===== src/rtl/simmem_pkg.sv =====
// Shared types and helpers for the simmem delay calculator.
// Used by simmem_delay_calculator (optional statistics via SIMMEM_DELAY_CALC_STATS_EN).
package simmem_pkg;

    localparam int unsigned DefIdWidth    = 4;
    localparam int unsigned DefDelayWidth = 16;

    typedef enum logic {
        ROW_CLOSED = 1'b0,
        ROW_OPEN   = 1'b1
    } row_state_e;

    typedef struct packed {
        logic [DefIdWidth-1:0]    id;
        logic [DefDelayWidth-1:0] delay;
    } delay_entry_t;

    // Add two unsigned values, clamping the result to max_val.
    function automatic logic [63:0] sat_add(input logic [63:0] a,
                                            input logic [63:0] b,
                                            input logic [63:0] max_val);
        logic [64:0] sum;
        sum = {1'b0, a} + {1'b0, b};
        return (sum > {1'b0, max_val}) ? max_val : sum[63:0];
    endfunction

endpackage


===== src/rtl/simmem_delay_calculator.sv =====
// Per-request DRAM bank delay model: row hit/miss cost, burst cost and queuing.
// Define SIMMEM_DELAY_CALC_STATS_EN to add row_hits_o / row_misses_o counters.
module simmem_delay_calculator
    import simmem_pkg::*;
#(
    parameter int unsigned IdWidth         = 4,
    parameter int unsigned AddrWidth       = 32,
    parameter int unsigned LenWidth        = 8,
    parameter int unsigned DelayWidth      = 16,
    parameter int unsigned RowAddrLsb      = 10,
    parameter int unsigned RowHitCost      = 10,
    parameter int unsigned RowMissCost     = 30,
    parameter int unsigned BeatCost        = 2,
    parameter int unsigned IdleCloseCycles = 16
) (
    input  logic                  clk_i,
    input  logic                  rst_ni,
    input  logic                  req_valid_i,
    output logic                  req_ready_o,
    input  logic [IdWidth-1:0]    req_id_i,
    input  logic [AddrWidth-1:0]  req_addr_i,
    input  logic [LenWidth-1:0]   req_len_i,
    output logic                  delay_valid_o,
    input  logic                  delay_ready_i,
    output logic [IdWidth-1:0]    delay_id_o,
    output logic [DelayWidth-1:0] delay_o
`ifdef SIMMEM_DELAY_CALC_STATS_EN
    ,
    output logic [31:0]           row_hits_o,
    output logic [31:0]           row_misses_o
`endif
);

    localparam int unsigned SvcWidth  = DelayWidth + LenWidth + 2;
    localparam int unsigned RowWidth  = AddrWidth - RowAddrLsb;
    localparam int unsigned IdleWidth = $clog2(IdleCloseCycles) + 1;
    localparam logic [DelayWidth-1:0] DelayMax = '1;

    row_state_e            state_q, state_d;
    logic [RowWidth-1:0]   open_row_q, open_row_d;
    logic [IdleWidth-1:0]  idle_cnt_q, idle_cnt_d;
    logic [DelayWidth-1:0] busy_q, busy_d;
    logic [DelayWidth-1:0] base;
    logic [DelayWidth-1:0] new_delay;
    logic [SvcWidth-1:0]   row_cost;
    logic [SvcWidth-1:0]   beats;
    logic [SvcWidth-1:0]   service;
    logic [RowWidth-1:0]   req_row;
    logic                  accept;
    logic                  idle;
    logic                  hit;

    assign req_ready_o = !delay_valid_o || delay_ready_i;
    assign accept      = req_valid_i && req_ready_o;
    assign req_row     = req_addr_i[AddrWidth-1:RowAddrLsb];
    assign idle        = !accept && (busy_q == '0);

    // Time the bank still needs for earlier work, one cycle having passed.
    assign base      = (busy_q == '0) ? '0 : busy_q - 1'b1;
    assign row_cost  = hit ? SvcWidth'(RowHitCost) : SvcWidth'(RowMissCost);
    assign beats     = SvcWidth'(req_len_i) + SvcWidth'(1);
    assign service   = row_cost + beats * SvcWidth'(BeatCost);
    assign new_delay = DelayWidth'(sat_add(64'(base), 64'(service), 64'(DelayMax)));
    assign busy_d    = accept ? new_delay : base;

    // Row FSM: state register
    always_ff @(posedge clk_i or negedge rst_ni) begin
        if (!rst_ni) begin
            state_q    <= ROW_CLOSED;
            open_row_q <= '0;
            idle_cnt_q <= '0;
        end else begin
            state_q    <= state_d;
            open_row_q <= open_row_d;
            idle_cnt_q <= idle_cnt_d;
        end
    end

    // Row FSM: next state; the row closes on the IdleCloseCycles-th consecutive idle cycle
    always_comb begin
        state_d    = state_q;
        open_row_d = open_row_q;
        idle_cnt_d = idle_cnt_q;
        if (accept) begin
            state_d    = ROW_OPEN;
            open_row_d = req_row;
            idle_cnt_d = '0;
        end else if (idle) begin
            if (idle_cnt_q == IdleWidth'(IdleCloseCycles - 1)) begin
                state_d    = ROW_CLOSED;
                idle_cnt_d = '0;
            end else begin
                idle_cnt_d = idle_cnt_q + 1'b1;
            end
        end else begin
            idle_cnt_d = '0;
        end
    end

    // Row FSM: outputs
    always_comb begin
        hit = (state_q == ROW_OPEN) && (req_row == open_row_q);
    end

    always_ff @(posedge clk_i or negedge rst_ni) begin
        if (!rst_ni) begin
            busy_q <= '0;
        end else begin
            busy_q <= busy_d;
        end
    end

    // Output register: a stalled entry keeps counting down so the bank sees the remaining delay.
    always_ff @(posedge clk_i or negedge rst_ni) begin
        if (!rst_ni) begin
            delay_valid_o <= 1'b0;
            delay_id_o    <= '0;
            delay_o       <= '0;
        end else if (accept) begin
            delay_valid_o <= 1'b1;
            delay_id_o    <= req_id_i;
            delay_o       <= new_delay;
        end else if (delay_valid_o && !delay_ready_i) begin
            delay_o <= (delay_o == '0) ? '0 : delay_o - 1'b1;
        end else if (delay_valid_o) begin
            delay_valid_o <= 1'b0;
        end
    end

`ifdef SIMMEM_DELAY_CALC_STATS_EN
    always_ff @(posedge clk_i or negedge rst_ni) begin
        if (!rst_ni) begin
            row_hits_o   <= '0;
            row_misses_o <= '0;
        end else if (accept) begin
            if (hit) begin
                row_hits_o <= row_hits_o + 32'd1;
            end else begin
                row_misses_o <= row_misses_o + 32'd1;
            end
        end
    end
`endif

endmodule


===== config.mk =====
export PLATFORM = sky130hd
export DESIGN_NAME = simmem_delay_calculator
export DESIGN_NICKNAME = d
export VERILOG_FILES = /design/src/rtl/simmem_pkg.sv /design/src/rtl/simmem_delay_calculator.sv
export SDC_FILE = /design/constraint.sdc
export NUM_CORES = 1
export LEC_CHECK = 0
export BUFFER_PORTS_ARGS = -buffer_cell sky130_fd_sc_hd__buf_4
export CELL_PAD_IN_SITES_DETAIL_PLACEMENT = 0
export CELL_PAD_IN_SITES_GLOBAL_PLACEMENT = 2
export CORE_ASPECT_RATIO = 2
export CORE_MARGIN = 5
export CORE_UTILIZATION = 25
export CTS_BUF_LIST = sky130_fd_sc_hd__clkbuf_8 sky130_fd_sc_hd__clkbuf_16
export DETAILED_ROUTE_END_ITERATION = 12
export GPL_TIMING_DRIVEN = 0
export PLACE_DENSITY_LB_ADDON = 0.15
export SYNTH_ARGS = -nofsm -noshare
export SYNTH_HDL_FRONTEND = slang
export SYNTH_SLANG_ARGS = --single-unit

===== constraint.sdc =====
create_clock -name clk_i -period 7.8 [get_ports clk_i]
set_clock_uncertainty 0.2 [all_clocks]
set_input_delay 0.78 -clock clk_i [delete_from_list [all_inputs] [get_ports clk_i]]
set_output_delay 0.78 -clock clk_i [all_outputs]
set_load 0.01 [all_outputs]

==> flow_summary.yaml, run 1 <==
outcome:
  status: "completed"
synthesis:
  synth_compound_area_share_pct: 13.6
  synthTopCellsByCount: "108 x nand2_1, 65 x dfrtp_1, 34 x nor2_1"
  synthArstFlopShare_pct: 100
  synth_nets: 562
  synth_ff_type: "dfrtp_1"
  ys_ff_latch: 65
  yosysTopAreaCell: "dfrtp_1"
  synthCells: 491
  synthMuxAreaShare_pct: 1.72
  synthAdderAreaFrac_pct: 7.36
  yosys-top-cells-area: "dfrtp_1 39%, nand2_1 9.6%, ha_1 5.9%"
  syn_avg_cell_area_um2: 8.59
  synth_xor_area_share_pct: 9.97
  syn-cell-area_um2: 4220
  synth_most_common_cell: "nand2_1"
  yosys.area.top_type_share_pct: 38.6
  synth_top_family_by_area: "simple AND/OR/NAND/NOR gates"
  synth-edff-count: 0
  synth_simple_gate_area_share_pct: 25.4
  yosysUniqueCellTypes: 59
  yosys_warnings: 0
  yosysSeqAreaShare_pct: 38.6
grt:
  grt_pass1_vias: 3914
  grt_pass1_wl_um: 21300
  gr-total-overflow: 0
  grt_start_max_net_pins: 66
  gr-usage-all-layers_pct: 14.3
  antenna_found_initial: 0
die:
  core_um2: 16700
  die_w_um: 102
  dieArea_um2: 19700
  io_pins: 70
  die_y_um: 194
  initial_utilization_pct: 25.3
  row_count: 67
placed_design:
  post-dp-hpwl_um: 10600
  io_buffers: 59
  place_congestion: 0.817
  placed_cell_area_um2: 4920
power:
  total_power_mw: 1.97
  ir_worst_vdd_uv: 172
  p_leak_nw: 2.39
  powerDensity_nw_per_um2: 376
timing:
  clock.fmax_mhz: 168
  whs_ns: 0.273
  hold_violations: 0
  rsz0062_at_grt: "no"
  finalMaxSlewViolations: 0
  period_share_pct: 76.2
  fin_crit_ns: 5.95
  worstMarginPinSlew_ns: 0.906
  tns_ns: 0
  max_slew_margin_pct: 39.6
  setup_viol_count_final: 0
routing:
  vias: 3718
  drt-initial-drc-count: 104
  vias_per_cell: 4.82
  ant_nets: 0
  dr.pass1.iters: 4
  wl_um: 13600
  drc: 0
  wl_per_cell_um: 17.6
flow_run:
  maxCapViolCount: 0
clock_network:
  clock-sinks: 65
  post_cts_resized: 0
  ctsHoldBuffers: 0
  cts_tree: "yes"
  clk_path_buf_depth: 2
  cts_buffers: 9
  cts-htree-levels: 3
  cts_root_buf: "clkbuf_16"
  clk_pin_slew_ns: 0.06
  cts_setup_buffers: 0
  clock_latency_ns: 0.34
setup_path:
  crit_type: "register to register"
  end_kind: "register"
  required_ns: 7.79
  crit_chain: "inv_1 > ha_1 > nor4b_2 > nand3_1 > nor2_1 > clkbuf_1 > nor2_1 > ha_1 > ha_1 > a21o_1 > a221oi_1 > a21oi_1 > o21bai_1 > or4b_1 > buf_2 > a21boi_0 > o31ai_1"
  cp-start-kind: "register"
  max_stage_delay_ns: 0.71
  cp_common_cell: "ha_1"
  critPathSlowestCell: "nor4b_2"
  crit_arrival_ns: 5.94
  path_max_fanout: 10
layout:
  area_growth_pct: 24.1
  nFillCells: 1797
  drive_gt1_share_pct: 16.5
  final_area_um2: 5230
  nets: 632
  diodes: 0
worst_hold_path:
  hold_class: "register to register"
[cells by family (layout without fill, tap and decap cells)]
group           Yosys count  after routing
flops                    65             65
fa+ha+maj                23             23
compound gates           89             89
xor+xnor                 48             48
buf+inv                  35            109
mux                       7              7
simple gates            224            224
[stage by stage]
stage	setup slack (ns)	instances	util [%]
2_1_floorplan	3.46	491	-
3_3_place_gp	1.76	757	29.5
3_5_place_dp	1.74	757	29.5
4_1_cts	1.70	772	31.4
5_1_grt	1.47	772	31.4
6_report	1.85	772	31.4
[worst max-delay path, delay by kind of cell, from the launching register on]
| family | cells | cell delay (ns) |
|---|---|---|
| AOI/OAI and AO/OA | 6 | 1.93 |
| DFF | 1 | 0.43 |
| adders and majority gates | 3 | 0.88 |
| and+or+nand+nor | 5 | 1.63 |
| buffers and inverters | 3 | 0.71 |
[cells in the final DEF, fill, tap and decap left out, types with 9 or more instances in the layout]
cell       count
ha_1          20
nor2_1        34
nor3_1        14
nor4_1        12
o211ai_1       9
xnor2_1       23
a21oi_1       22
nand2_1      108
o21ai_0       23
inv_1         15
buf_4         59
nand3_1       15
xor2_1        25
dfrtp_1       65
clkbuf_16      9
clkbuf_1      14
[worst paths after layout]
check | from | to | slack (ns) | depth (start not counted)
max in group asynchronous | rst_ni | delay_id_o[2]$_DFFE_PN0P_ | 6.43 | 1
min in group asynchronous | rst_ni | open_row_q[15]$_DFFE_PN0P_ | 0.37 | 1
min | delay_id_o[3]$_DFFE_PN0P_ | delay_id_o[3]$_DFFE_PN0P_ | 0.27 | 2
min reg2reg | delay_id_o[3]$_DFFE_PN0P_ | delay_id_o[3]$_DFFE_PN0P_ | 0.27 | 2
max | busy_q[0]$_DFF_PN0_ | busy_q[6]$_DFF_PN0_ | 1.85 | 17
max reg2reg | busy_q[0]$_DFF_PN0_ | busy_q[6]$_DFF_PN0_ | 1.85 | 17
[flip-flops by register name, indices dropped and copies added (netlist names)]
name	flops
open_row_q	22
state_q	1
delay_valid_o	1
delay_o	16
busy_q	16
idle_cnt_q	5
delay_id_o	4
[routing by layer]
metal | vias up | global-route usage [%] | part of all wire [%] | routed length, µm
met5 | - | 0 | 0 | 0
met4 | 0 | 6.03 | 3.2 | 437
met3 | 18 | 2.52 | 2.6 | 350
met2 | 63 | 28.5 | 60 | 8100
met1 | 1794 | 13.7 | 35 | 4700
li1 | 1843 | - | - | -
[area by class of cell]
class | instances | area [µm²] | area share (%)
plain buffers | 19 | 81.3 | 1.55
clock buffers | 13 | 280 | 5.36
clock inverters | 2 | 35.0 | 0.670
inverters | 16 | 60.1 | 1.15
multi-input cells | 391 | 2450 | 46.8
flip-flops and latches | 65 | 1630 | 31.1
well taps | 207 | 259 | 4.95
repair buffers | 59 | 443 | 8.46
[power breakdown]
| part | internal [mW] | total, mW | switching (mW) | leakage, nW |
|---|---|---|---|---|
| clock | 0.280 | 0.432 | 0.152 | 0.158 |
| sequential | 0.435 | 0.554 | 0.119 | 0.791 |
| combinational | 0.421 | 0.981 | 0.561 | 1.45 |
(Power assumes the default switching activity.)
==> run 2: changes to the inputs <==
Clock period 7.8 ns to 4.9 ns, I/O delays scaled along.
==> run 2 against run 1 <==
Effect of this change:
- final cell count rose by 0.39%
- core utilization rose by 0.51 points
- sequential power up 60%
- non-clock buffer count is 3 higher
- routed wire length up 0.99%
- design area increased by 1.6%
- clock-buffer cell count unchanged
==> flow_summary.yaml, run 2 (synthesis gave the netlist of run 1 again) <==
clock_network:
  cts_root_buf: "clkbuf_16"
  cts_tree: "yes"
  cts_buffers: 9
  clk_pin_slew_ns: 0.05
  clock-sinks: 65
  clk_path_buf_depth: 2
  clock_latency_ns: 0.34
  cts-htree-levels: 3
  ctsHoldBuffers: 0
timing:
  clock.fmax_mhz: 211
  fin_crit_ns: 4.73
  setup_viol_count_final: 0
  finalWorstSetupSlack_ns: 0.170
  tns_ns: 0
  worstMarginPinSlew_ns: 0.911
  whs_ns: 0.0790
  hold_violations: 0
  max_slew_margin_pct: 39.3
  period_share_pct: 96.5
  rsz0062_at_grt: "no"
  finalMaxSlewViolations: 0
layout:
  area_growth_pct: 26.2
  nFillCells: 1784
  largest_reg_flops: 22
  ff_latch_area_um2: 1630
  top_register: "open_row_q"
  fin_util_pct: 31.9
  diodes: 0
  layout_commonest_cell: "nand2_1"
  top_regs: "open_row_q x22, busy_q x16, delay_o x16"
  multi_input_area_um2: 2510
  layout_common_cells: "107 x nand2_1, 65 x dfrtp_1, 63 x buf_4"
  final_area_um2: 5320
  drive_gt1_share_pct: 18.5
  nets: 635
setup_path:
  crit_type: "register to register"
  rr_endpoint: "delay_o[8]$_DFFE_PN0P_"
  required_ns: 4.97
  reg2reg_from: "busy_q[0]$_DFF_PN0_"
  crit_chain: "inv_1 > ha_1 > nor4b_4 > buf_4 > nand4_1 > nand2_2 > fa_1 > inv_1 > ha_1 > fa_1 > a21o_1 > a221oi_4 > a21oi_2 > o21bai_2 > or4b_1 > buf_2 > o21ai_1 > a211o_1"
  cp-start-kind: "register"
  end_kind: "register"
  rr_worst_depth: 18
  r2r_slack_ns: 0.17
  crit_arrival_ns: 4.80
  critPathSlowestCell: "or4b_1"
  path_max_fanout: 7
  max_stage_delay_ns: 0.47
power:
  ir_worst_vdd_uv: 274
  powerDensity_nw_per_um2: 605
  p_leak_nw: 2.42
grt:
  grt_pass1_vias: 3937
  gr-usage-all-layers_pct: 14.5
  grt_start_max_net_pins: 66
  grt_pass1_wl_um: 21500
  antenna_found_initial: 0
  gr-total-overflow: 0
worst_hold_path:
  hold_class: "input port to async pin"
placed_design:
  io_buffers: 59
  place_congestion: 0.817
  placed_cell_area_um2: 4920
  post-dp-hpwl_um: 10600
  post-place-ws_ns: -1.16
die:
  initial_utilization_pct: 25.3
  die_y_um: 194
  core_um2: 16700
  row_count: 67
  dieArea_um2: 19700
  io_pins: 70
  die_w_um: 102
routing:
  vias: 3729
  vias_per_cell: 4.81
  drt-initial-drc-count: 112
  drc: 0
  wl_per_cell_um: 17.7
  ant_nets: 0
  dr.pass1.iters: 4
  wl_um: 13700
flow_run:
  maxCapViolCount: 0
outcome:
  status: "completed"
run 2: worst max path at each step:
stage	startpoint	end	slack [ns]	cells past startpoint
final	busy_q[0]$_DFF_PN0_	delay_o[8]$_DFFE_PN0P_	0.17	18
after global routing	busy_q[0]$_DFF_PN0_	delay_o[8]$_DFFE_PN0P_	0.005	18
after CTS	busy_q[0]$_DFF_PN0_	delay_o[8]$_DFFE_PN0P_	0.03	18
after detailed placement	busy_q[0]$_DFF_PN0_	busy_q[6]$_DFF_PN0_	-1.16	17
after global placement	busy_q[0]$_DFF_PN0_	busy_q[6]$_DFF_PN0_	-1.14	17
after floorplan	busy_q[0]$_DFF_PN0_	busy_q[6]$_DFF_PN0_	0.56	17
run 2: final cells by class:
cell class / count / share of cell area, %
clock inverters: 2 / 0.659
repair buffers: 62 / 8.75
well taps: 207 / 4.87
plain buffers: 19 / 1.60
inverters: 16 / 1.13
flip-flops and latches: 65 / 30.6
clock buffers: 13 / 5.27
multi-input cells: 391 / 47.1
run 2: per-stage QoR:
| step | total power, mW | instances |
|---|---|---|
| after global routing | 3.47 | 775 |
| after CTS | 3.23 | 775 |
| final | 3.22 | 775 |
| after floorplan | 1.93 | 491 |
| after detailed placement | 2.48 | 757 |
| after global placement | 2.47 | 757 |
run 2: layer usage:
layer	GRT usage, %	up-vias	share of wire (%)
met3	2.52	18	2.4
li1	-	1849	-
met5	0	-	0
met2	28.7	48	59
met1	13.9	1814	35
met4	6.03	0	3.2
run 2: repair_timing:
item,CTS,global route
pin swaps,0,0
setup buffers,3,0
setup endpoints to repair,32,29
resized for setup,9,5
run 2: critical path: cells and delay by family, from the launching register on:
family / cells / cell delay (ns)
AND/OR/NAND/NOR: 4 / 1.30
flip-flops: 1 / 0.43
AO/OA/AOI/OAI: 6 / 1.07
buffers and inverters: 4 / 0.60
adder cells (fa/ha/maj): 4 / 1.07
run 2: power breakdown:
part | switching, mW | internal, mW | total, mW
logic | 0.934 | 0.706 | 1.64
registers | 0.195 | 0.693 | 0.888
clock network | 0.242 | 0.446 | 0.688
==> run 3: changes to the inputs <==
Settings changed: PLACE_DENSITY set to 0.6, PLACE_DENSITY_LB_ADDON 0.15 to unset, SKIP_CTS_REPAIR_TIMING set to 1.
==> run 3 against run 2 <==
Effect of this change:
- first-iteration DRC count shrank 23%
- sequential share of layout area grew 0.17 points
- flip-flop and latch count is the same
- routed wire length shrank 1.0%
- core utilization shrank 0.17 points
- die area is the same
- final cell count grew 0.39%
- non-clock buffer count grew 3
- clock power shrank 8.7%
- global-route usage is essentially flat
- fmax grew 2.7%
- sequential power is essentially flat
- largest power group unchanged
- highest routed layer unchanged
==> flow_summary.yaml, run 3 (synthesis gave the netlist of run 1 again) <==
layout:
  nets: 638
  fin_util_pct: 31.7
  area_growth_pct: 25.5
  drive_gt1_share_pct: 18.4
  top_register: "open_row_q"
  top_regs: "open_row_q x22, busy_q x16, delay_o x16"
  layout_commonest_cell: "nand2_1"
  diodes: 0
  largest_reg_flops: 22
  finalNonFillerCells: 778
  layout_common_cells: "108 x nand2_1, 65 x dfrtp_1, 65 x buf_4"
flow_run:
  maxCapViolCount: 0
setup_path:
  end_kind: "register"
  cp-start-kind: "register"
  crit_chain: "inv_1 > ha_1 > nor4b_4 > nand3_1 > nor2_4 > clkbuf_2 > nor2_1 > ha_1 > ha_1 > a21o_1 > a221oi_2 > a21oi_2 > o21bai_2 > or4b_1 > buf_2 > o21ai_1 > a211o_1"
  required_ns: 4.92
  crit_arrival_ns: 4.62
  cp_common_cell: "ha_1"
  crit_type: "register to register"
  max_stage_delay_ns: 0.42
  path_max_fanout: 10
  critPathSlowestCell: "dfrtp_1"
timing:
  setup_viol_count_final: 0
  finalMaxSlewViolations: 0
  fin_crit_ns: 4.60
  rsz0062_at_grt: "no"
  hold_violations: 0
  worstMarginPinSlew_ns: 0.901
  max_slew_margin_pct: 40.0
  clock.fmax_mhz: 217
  period_share_pct: 94.0
power:
  powerDensity_nw_per_um2: 592
  p_leak_nw: 2.42
  total_power_mw: 3.13
  ir_worst_vdd_uv: 247
clock_network:
  cts_buffers: 9
  clk_path_buf_depth: 2
  cts_root_buf: "clkbuf_16"
  clock_latency_ns: 0.34
  cts-htree-levels: 3
  cts_tree: "yes"
  clock-sinks: 65
  clk_pin_slew_ns: 0.06
grt:
  antenna_found_initial: 0
  grt_pass1_wl_um: 21200
  gr-usage-all-layers_pct: 14.4
  use_met3_pct: 2.41
  grt_start_max_net_pins: 66
  grt_pass1_vias: 3899
  met2_usage_pct: 28.9
  grt.busiest_layer: "met2"
  gr-total-overflow: 0
  grt_util_met1_pct: 13.6
routing:
  ant_nets: 0
  wl_per_cell_um: 17.5
  vias: 3746
  vias_per_cell: 4.81
  dr.pass1.iters: 4
  drc: 0
  wl_um: 13600
  drt-initial-drc-count: 86
die:
  die_w_um: 102
  io_pins: 70
  dieArea_um2: 19700
  core_um2: 16700
  row_count: 67
  die_y_um: 194
  initial_utilization_pct: 25.3
placed_design:
  place_congestion: 0.816
  post-dp-hpwl_um: 10700
  dp_cells: 757
  io_buffers: 59
worst_hold_path:
  hold_class: "input port to async pin"
outcome:
  status: "completed"
## run 3: worst max-delay path, delay by kind of cell, from the launching register on
kind | cells | cell delay (ns)
AOI/OAI and AO/OA | 6 | 1.41
and+or+nand+nor | 5 | 1.02
adders and majority gates | 3 | 0.87
buffers and inverters | 3 | 0.55
DFF | 1 | 0.42
## run 3: final cells by class
class                   instances  area [µm²]
multi-input cells             391        2490
clock inverters                 6        52.6
clock buffers                   9         225
flip-flops and latches         65        1630
fillers                      1772       11400
repair buffers                 65         488
inverters                      16        60.1
well taps                     207         259
plain buffers                  19        85.1
## run 3: layer usage
layer / vias to the layer above / wire length (µm)
met3: 21 / 266
met1: 1816 / 4640
li1: 1861 / -
met2: 48 / 8230
met5: - / 0
met4: 0 / 438
## run 3: worst paths after layout
| kind | from | slack [ns] | end | cells after the start |
|---|---|---|---|---|
| worst max register to register | busy_q[0]$_DFF_PN0_ | 0.30 | delay_o[8]$_DFFE_PN0P_ | 17 |
| min in group clk_i | req_id_i[0] | 0.14 | delay_id_o[0]$_DFFE_PN0P_ | 3 |
| worst max-delay path | busy_q[0]$_DFF_PN0_ | 0.30 | delay_o[8]$_DFFE_PN0P_ | 17 |
| worst min-delay path | rst_ni | 0.07 | busy_q[4]$_DFF_PN0_ | 1 |
| max in group asynchronous | rst_ni | 3.83 | delay_o[3]$_DFFE_PN0P_ | 1 |
| worst min register to register | idle_cnt_q[0]$_DFF_PN0_ | 0.27 | idle_cnt_q[0]$_DFF_PN0_ | 1 |
## run 3: per-stage QoR
| step | instance area, µm² | setup WS (ns) | setup TNS (ns) | hold WS (ns) |
|---|---|---|---|---|
| global placement | 4920 | -1.12 | -22.82 | 0.247 |
| detailed placement | 4920 | -1.02 | -19.99 | 0.269 |
| floorplan | 4220 | 0.558 | 0 | -0.00559 |
| finish | 5290 | 0.296 | 0 | 0.0715 |
| global route | 5290 | 0.00263 | 0 | 0.141 |
| CTS | 5190 | -1.08 | -21.38 | 0.121 |
## run 3: power breakdown
group / leakage, nW / switching [mW] / internal, mW
Sequential: 0.791 / 0.195 / 0.693
Combinational: 1.48 / 0.912 / 0.704
Clock: 0.147 / 0.244 / 0.384
